## config.mk

```make
export PLATFORM = sky130hd
export DESIGN_NAME = uart_rx
export DESIGN_NICKNAME = d
export VERILOG_FILES = /design/src/rtl/uart_pkg.sv /design/src/rtl/uart_rx_tick.sv /design/src/rtl/uart_rx.sv
export SDC_FILE = /design/constraint.sdc
export NUM_CORES = 1
export LEC_CHECK = 0
export CAP_MARGIN = 10
export CORE_AREA = 2 2 68 51
export DETAILED_ROUTE_END_ITERATION = 10
export DIE_AREA = 0 0 70 53
export PLACE_DENSITY = 0.79
export REMOVE_ABC_BUFFERS = 1
export SLEW_MARGIN = 10
export SYNTH_ARGS = -nofsm -noshare
export SYNTH_HDL_FRONTEND = slang
export SYNTH_SLANG_ARGS = --single-unit
```

## constraint.sdc

```tcl
create_clock -name clk -period 2.7 [get_ports clk]
set_clock_uncertainty 0.05 [all_clocks]
set_input_delay 0.27 -clock clk [delete_from_list [all_inputs] [get_ports clk]]
set_output_delay 0.27 -clock clk [all_outputs]
set_load 0.05 [all_outputs]
```

## src/rtl/uart_pkg.sv

```systemverilog
// UART shared definitions: frame width, default timing constants and
// the receiver FSM state encoding, shared with the future transmitter.
package uart_pkg;

  localparam int DATA_BITS   = 8;
  localparam int DEF_OVS     = 16;
  localparam int DEF_CLK_DIV = 4;

  typedef enum logic [2:0] {
    ST_IDLE,
    ST_START,
    ST_DATA,
    ST_PARITY,
    ST_STOP,
    ST_BREAK
  } rx_state_e;

endpackage

```

## src/rtl/uart_rx_tick.sv

```systemverilog
// Oversample tick generator: tick_o pulses once every CLK_DIV clocks.
// Ports: clk, rst_n, restart_i (sync restart from 0), tick_o.
module uart_rx_tick #(
  parameter int CLK_DIV = 4
) (
  input  logic clk,
  input  logic rst_n,
  input  logic restart_i,
  output logic tick_o
);

  localparam int CW = (CLK_DIV > 1) ? $clog2(CLK_DIV) : 1;
  localparam logic [CW-1:0] LAST = CW'(CLK_DIV - 1);

  logic [CW-1:0] cnt_q;

  always_ff @(posedge clk or negedge rst_n) begin
    if (!rst_n) begin
      cnt_q <= '0;
    end else if (restart_i) begin
      cnt_q <= '0;
    end else if (cnt_q == LAST) begin
      cnt_q <= '0;
    end else begin
      cnt_q <= cnt_q + 1'b1;
    end
  end

  assign tick_o = (cnt_q == LAST);

endmodule

```

## src/rtl/uart_rx.sv

```systemverilog
// UART receiver, 8N1 (8E1 with macro UART_RX_PARITY_EN), oversampled.
// Ports: clk, rst_n, rxd in; data/data_valid/data_ready byte handshake;
// frame_err, overrun_err, parity_err one-cycle error pulses.
module uart_rx
  import uart_pkg::*;
#(
  parameter int CLK_DIV = DEF_CLK_DIV,
  parameter int OVS     = DEF_OVS
) (
  input  logic                 clk,
  input  logic                 rst_n,
  input  logic                 rxd,
  output logic [DATA_BITS-1:0] data,
  output logic                 data_valid,
  input  logic                 data_ready,
  output logic                 frame_err,
  output logic                 overrun_err,
  output logic                 parity_err
);

  localparam int OW = $clog2(OVS);
  localparam logic [OW-1:0] MID  = OW'(OVS / 2 - 1);
  localparam logic [OW-1:0] FULL = OW'(OVS - 1);
  localparam logic [2:0]    LAST_BIT = 3'(DATA_BITS - 1);

  logic sync1_q, sync2_q, prev_q;
  logic rx_s, fall_d, restart_d, tick;

  rx_state_e            state_q;
  logic [OW-1:0]        os_q;
  logic [2:0]           bit_q;
  logic [DATA_BITS-1:0] shift_q;
  logic [DATA_BITS-1:0] data_q;
  logic                 valid_q;
  logic                 fe_q;
  logic                 ov_q;
  logic                 par_ok_d;

  always_ff @(posedge clk or negedge rst_n) begin
    if (!rst_n) begin
      sync1_q <= 1'b1;
      sync2_q <= 1'b1;
      prev_q  <= 1'b1;
    end else begin
      sync1_q <= rxd;
      sync2_q <= sync1_q;
      prev_q  <= sync2_q;
    end
  end

  assign rx_s      = sync2_q;
  assign fall_d    = prev_q & ~sync2_q;
  assign restart_d = (state_q == ST_IDLE) & fall_d;

  uart_rx_tick #(
    .CLK_DIV(CLK_DIV)
  ) u_tick (
    .clk      (clk),
    .rst_n    (rst_n),
    .restart_i(restart_d),
    .tick_o   (tick)
  );

`ifdef UART_RX_PARITY_EN
  logic par_bad_q;
  logic pe_q;
  assign par_ok_d   = ~par_bad_q;
  assign parity_err = pe_q;
`else
  assign par_ok_d   = 1'b1;
  assign parity_err = 1'b0;
`endif

  always_ff @(posedge clk or negedge rst_n) begin
    if (!rst_n) begin
      state_q <= ST_IDLE;
      os_q    <= '0;
      bit_q   <= '0;
      shift_q <= '0;
      data_q  <= '0;
      valid_q <= 1'b0;
      fe_q    <= 1'b0;
      ov_q    <= 1'b0;
`ifdef UART_RX_PARITY_EN
      par_bad_q <= 1'b0;
      pe_q      <= 1'b0;
`endif
    end else begin
      fe_q <= 1'b0;
      ov_q <= 1'b0;
`ifdef UART_RX_PARITY_EN
      pe_q <= 1'b0;
`endif
      if (valid_q && data_ready) valid_q <= 1'b0;
      unique case (state_q)
        ST_IDLE: begin
          if (fall_d) begin
            state_q <= ST_START;
            os_q    <= '0;
          end
        end
        ST_START: begin
          if (tick) begin
            if (os_q == MID) begin
              os_q    <= '0;
              bit_q   <= '0;
              state_q <= rx_s ? ST_IDLE : ST_DATA;
            end else begin
              os_q <= os_q + 1'b1;
            end
          end
        end
        ST_DATA: begin
          if (tick) begin
            if (os_q == FULL) begin
              os_q    <= '0;
              shift_q <= {rx_s, shift_q[DATA_BITS-1:1]};
              bit_q   <= bit_q + 1'b1;
              if (bit_q == LAST_BIT) begin
`ifdef UART_RX_PARITY_EN
                state_q <= ST_PARITY;
`else
                state_q <= ST_STOP;
`endif
              end
            end else begin
              os_q <= os_q + 1'b1;
            end
          end
        end
        ST_PARITY: begin
`ifdef UART_RX_PARITY_EN
          if (tick) begin
            if (os_q == FULL) begin
              os_q      <= '0;
              par_bad_q <= rx_s ^ (^shift_q);
              state_q   <= ST_STOP;
            end else begin
              os_q <= os_q + 1'b1;
            end
          end
`else
          state_q <= ST_IDLE;
`endif
        end
        ST_STOP: begin
          if (tick) begin
            if (os_q == FULL) begin
              os_q <= '0;
`ifdef UART_RX_PARITY_EN
              pe_q <= par_bad_q;
`endif
              if (!rx_s) begin
                fe_q    <= 1'b1;
                state_q <= ST_BREAK;
              end else begin
                state_q <= ST_IDLE;
              end
              // Deliver only good frames; an unread byte wins over new.
              if (rx_s && par_ok_d) begin
                if (valid_q && !data_ready) begin
                  ov_q <= 1'b1;
                end else begin
                  data_q  <= shift_q;
                  valid_q <= 1'b1;
                end
              end
            end else begin
              os_q <= os_q + 1'b1;
            end
          end
        end
        ST_BREAK: begin
          if (rx_s) state_q <= ST_IDLE;
        end
        default: state_q <= ST_IDLE;
      endcase
    end
  end

  assign data        = data_q;
  assign data_valid  = valid_q;
  assign frame_err   = fe_q;
  assign overrun_err = ov_q;

endmodule

```

# Word-level counts from Yosys, hierarchy flattened
# Index checks and enable logic that the tools add are counted.
# word_totals
elab_cells	89
regBits	34
mem_count	0
romBits	0
ram_bits	0
latchBits	0
# classes
reduce_logical	12
multipliers	0
shifts	0
add_sub_neg	3
n_eq_ne	18
div_mod_pow	0
n_lt_le_gt_ge	0
muxes	40
bitwise	4
# op_table
cell	n
3-bit two-way mux	14
4-bit two-way mux	5
2-bit != test, second input constant	9
1-bit two-way mux	15
3-bit case mux with 5 select lines	1
4-bit case mux with 3 select lines	1
5-bit AND reduction	2
3-bit equality test, second input constant	3
9-bit AND reduction	1
2-bit two-way mux	3
3-bit case mux with 2 select lines	1
4-bit by 1-bit adder with 4-bit output, second input constant	1
4-bit by 3-bit equality test with 1-bit output, second input constant	1
4-bit equality test, second input constant	1
4-bit AND reduction	1
3-bit by 1-bit adder with 3-bit output, second input constant	1
3-bit by 1-bit equality test with 1-bit output, second input constant	1
3-bit by 2-bit equality test with 1-bit output, second input constant	1
3-bit zero test	1
3-bit AND reduction	1
3-bit nonzero test	1
2-bit by 1-bit adder with 2-bit output, second input constant	1
1-bit AND	2
2-bit equality test, second input constant	1
other kinds (6)	8

# Depth between registers and ports, before layout
# depth
depth_word	7
mapped_depth	7

# Modules after synthesis
# From an unflattened synthesis, not the netlist that was laid out.
# hier_totals
hier_cells	125
hier_area_um2	1615.3
# modules_own_cells
mod	instances	cells_each	seq_area_each_um2	area_per_inst_um2
uart_rx	1	120	804.5	1536.5
uart_rx_tick	1	5	50.0	78.8

# Least setup slack after synthesis
# OpenSTA, ideal clock, no wires.
# synth_timing
path_kind	reg2reg
startpoint	reg sync2_q, in the netlist rx_s
endpoint	reg state_q[2]
setup_ps	125
arrival_time_ps	1824
stages_incl_launch_ff	6
n_path_buf	1
path_slack_ps	702
synth_period_minus_slack_ps	1998
path_cell_list	dfstp_2 > clkbuf_1 > a21oi_1 > o21a_1 > a222oi_1 > mux2_2
# synth_via
elab_chain_len	4
word_cells_on_any_way	9
classes_between	eq/ne: 2; mux: 4; bitwise: 2; reduce/logical: 1
# synth_rtl
item	line_no	text
start, declared	uart_rx.sv:26	logic sync1_q, sync2_q, prev_q;
start signal, assigned	uart_rx.sv:46	sync2_q <= sync1_q;
3-bit two-way mux or 1-bit inverter (tied branches)	uart_rx.sv:153, uart_rx.sv:52	
3-bit two-way mux or 1-bit AND (tied branches)	uart_rx.sv:148, uart_rx.sv:52	
3-bit two-way mux or 2-bit != test (tied branches)	--	
3-bit case mux with 5 select lines or 9-bit AND reduction (tied branches)	--	
end signal, assigned	uart_rx.sv:107	state_q <= rx_s ? ST_IDLE : ST_DATA;
end, declared	uart_rx.sv:29	rx_state_e state_q;
# Parallel ways exist; a longest one is shown, timed or not. The select of a mux whose other input is x is not followed.
# A chain may end at the register's enable or synchronous reset.

# Worst setup path in the final report
# layout_timing
startpoint	reg state_q[0]
endpoint	reg state_q[2]
# layout_via
elab_chain_len	3
word_cells_on_any_way	16
classes_between	eq/ne: 13; mux: 1; reduce/logical: 2
# layout_rtl
item	line_no	text
3-bit by 2-bit equality test with 1-bit output, or another cell as far along	uart_rx.sv:95	unique case (state_q)
2-bit != test (no source line)	--	
9-bit AND reduction (no source line)	--	
# Parallel ways exist; a longest one is shown, timed or not.

==> run metrics <==
status completed; root buffer cell clkbuf_8; Place WS 520.9 ps; top_reg_cell synth dfrtp_1; postcts setup bufs 0; RSZ-0062 raised after global routing no; core area 3020 µm²; DR vias 1,087; Sw Ratio 33.92%; Initial Utilization 52.69%; Post-synth top cells dfrtp_1 (31), mux2_2 (17), nand2_1 (10); GRT Util Overall 17.67%; cell count after synthesis 136; count of pins over their slew limit 0; number of flops mapped to enable cells by yosys 0; Fmax 453.9 MHz; Worst Hold Class register to register; GP Congestion 0.8806; Worst Setup End Kind register; cell taking the most area after synthesis dfrtp_1; drt total wl 2798 µm; final net count 158; Final setup viols 0; Slew @ Worst Pin 608.3 ps; port buffer count 14; antenna violations before repair 0; critical setup path kind register to register; post-route cell area 1841 µm²; logic gate share of total power 25.9%; CTS Buf Count 5; TritonCTS clock tree built; minimum clock period 2203 ps; Worst Setup Start Kind register; Avg Cell Area, Syn 11.70 µm²; register area share after synthesis 53.69%; grt ovf 0; DP Area 1745 µm²; dominant cells by area after synthesis dfrtp_1 (49%), mux2_2 (12%), dfstp_2 (5.0%), ha_1 (3.1%), mux2i_1 (2.5%); Worst-Skew Late Latency 280 ps; Resize count post-CTS 0; H-tree levels 2; Crit Path Max Fanout 18; die extent in y 53 µm; Netlist cell types 42; clk slew on worst S/H paths 70 ps; CTS Buffer Depth 2; Final period util 81.61%; peak supply drop 0.4710 mV; crit path DAT 2320 ps; Yosys top cell area share 48.74%; number of global-route vias before repair 1,091; fill count 236; Critical Path Max Stage Delay 730 ps; switching power 487.7 µW; area grow syn2layout 15.64%; Yosys warning count 0; first-pass GRT wire length 4988 µm; row count 17; detailed-route DRC error count 0; largest net degree at the start of global routing 35; critical-path cell list o21ai_1, a222oi_1, mux2_2; DP Wirelength 2024 µm; Netlist Area Pre-Place 1592 µm²; pwr/cell area 781.2 nW/µm²; I/O pins 16; via-per-instance ratio 5.751; Worst EP required 2820 ps; Rel. slew slack 59.45%; Max Cap Viol 0; Fin Hold WS 307.9 ps; DRT iter0 DRCs 41; antenna cells 0; clock network power share 26.4%; CTS Hold Bufs 0; Slowest-stage cell, CP dfrtp_1; First-pass DRT Iterations 4; most common cell in the netlist dfrtp_1; Async S/R FF share, synth 100.0%; final hold vios 0; Flop pwr share 47.7%; DP Cell Count 181; die width 70 µm; Final Non-Filler Cells 189; synthesized flop and latch total 34; Routed Antenna Nets 0; WL per Instance 14.80 µm; share of layout cells above drive strength 1 21.85%; Sum Neg Setup Slack 0 ps; leak pwr 0.0008561 µW; fin worst setup slack 496.6 ps; internal power 950.1 µW; Sink Count 34; area of the die 3710 µm²
-- worst paths after layout --
check	startpoint	to	slack, ps	depth (start not counted)
min in group asynchronous	rst_n	u_tick.cnt_q[0]	340	2
max in group asynchronous	rst_n	rx_s	1940	2
hold reg to reg	sync1_q	rx_s	310	0
hold / removal	sync1_q	rx_s	310	0
setup / recovery	state_q[0]	state_q[2]	500	3
setup reg to reg	state_q[0]	state_q[2]	500	3
-- layout make-up --
| cell class | count | area (µm²) | area share, % |
|---|---|---|---|
| repair buffers | 15 | 147.6 | 8.022 |
| clock inverters | 2 | 12.51 | 0.6798 |
| well taps | 38 | 47.55 | 2.583 |
| flip-flops and latches | 34 | 854.6 | 46.43 |
| inverters | 6 | 22.52 | 1.224 |
| clock buffers | 6 | 82.58 | 4.487 |
| multi-input cells | 88 | 673.1 | 36.57 |
-- worst max-delay path, delay by kind of cell, from the launching register on --
family | cells | cell delay, ps
AO/OA/AOI/OAI | 2 | 910
multiplexers | 1 | 400
flip-flops | 1 | 730
-- flip-flops by register name (all words and copies together) (netlist names) --
name,count
u_tick.cnt_q,2
prev_q,1
data_valid,1
shift_q,8
frame_err,1
sync1_q,1
data,8
rx_s,1
bit_q,3
os_q,4
state_q,3
overrun_err,1
-- placed cells by master, fill, tap and decap left out, types with 3 or more instances in the layout --
master	Yosys	routed
dfrtp_1	31	31
mux2_2	17	17
clkdlybuf4s50_1	0	14
nand2_1	10	10
a21oi_1	7	7
inv_1	6	6
clkbuf_8	0	6
nand2b_1	4	4
nor2_1	4	4
mux2i_1	4	4
ha_1	4	4
nand3_1	3	3
nand4_1	3	3
o22ai_1	3	3
dfstp_2	3	3
-- power groups by stage --
stage	clock, µW	sequential (µW)	combinational, µW
global placement	0	681	353
finish	379	686	373
CTS	393	683	375
detailed placement	0	690	377
floorplan	0	661	295
global route	415	700	424
-- stage by stage --
step | power [µW] | util, %
2_1_floorplan | 955.4 | -
3_3_place_gp | 1034 | 57.79
3_5_place_dp | 1066 | 57.79
4_1_cts | 1450 | 60.94
5_1_grt | 1539 | 60.94
6_report | 1438 | 60.94
-- cell families after synthesis --
group / count (synthesis) / synth area share (%)
buffers and inverters: 14 / 4.009
AO/OA/AOI/OAI: 24 / 10.77
flip-flops: 34 / 53.69
other: 1 / 0.2356
multiplexers: 22 / 15.25
adder cells (fa/ha/maj): 4 / 3.145
AND/OR/NAND/NOR: 37 / 12.89
-- metal layers --
metal | share of wire, % | GRT usage, % | wire length, µm
met1 | 47 | 23.79 | 1308
met2 | 48 | 28.25 | 1350
met3 | 4.4 | 5.143 | 123
met4 | 0.54 | 4.808 | 15
met5 | 0 | 0 | 0
No activity file was read; power rests on OpenSTA's default activity.
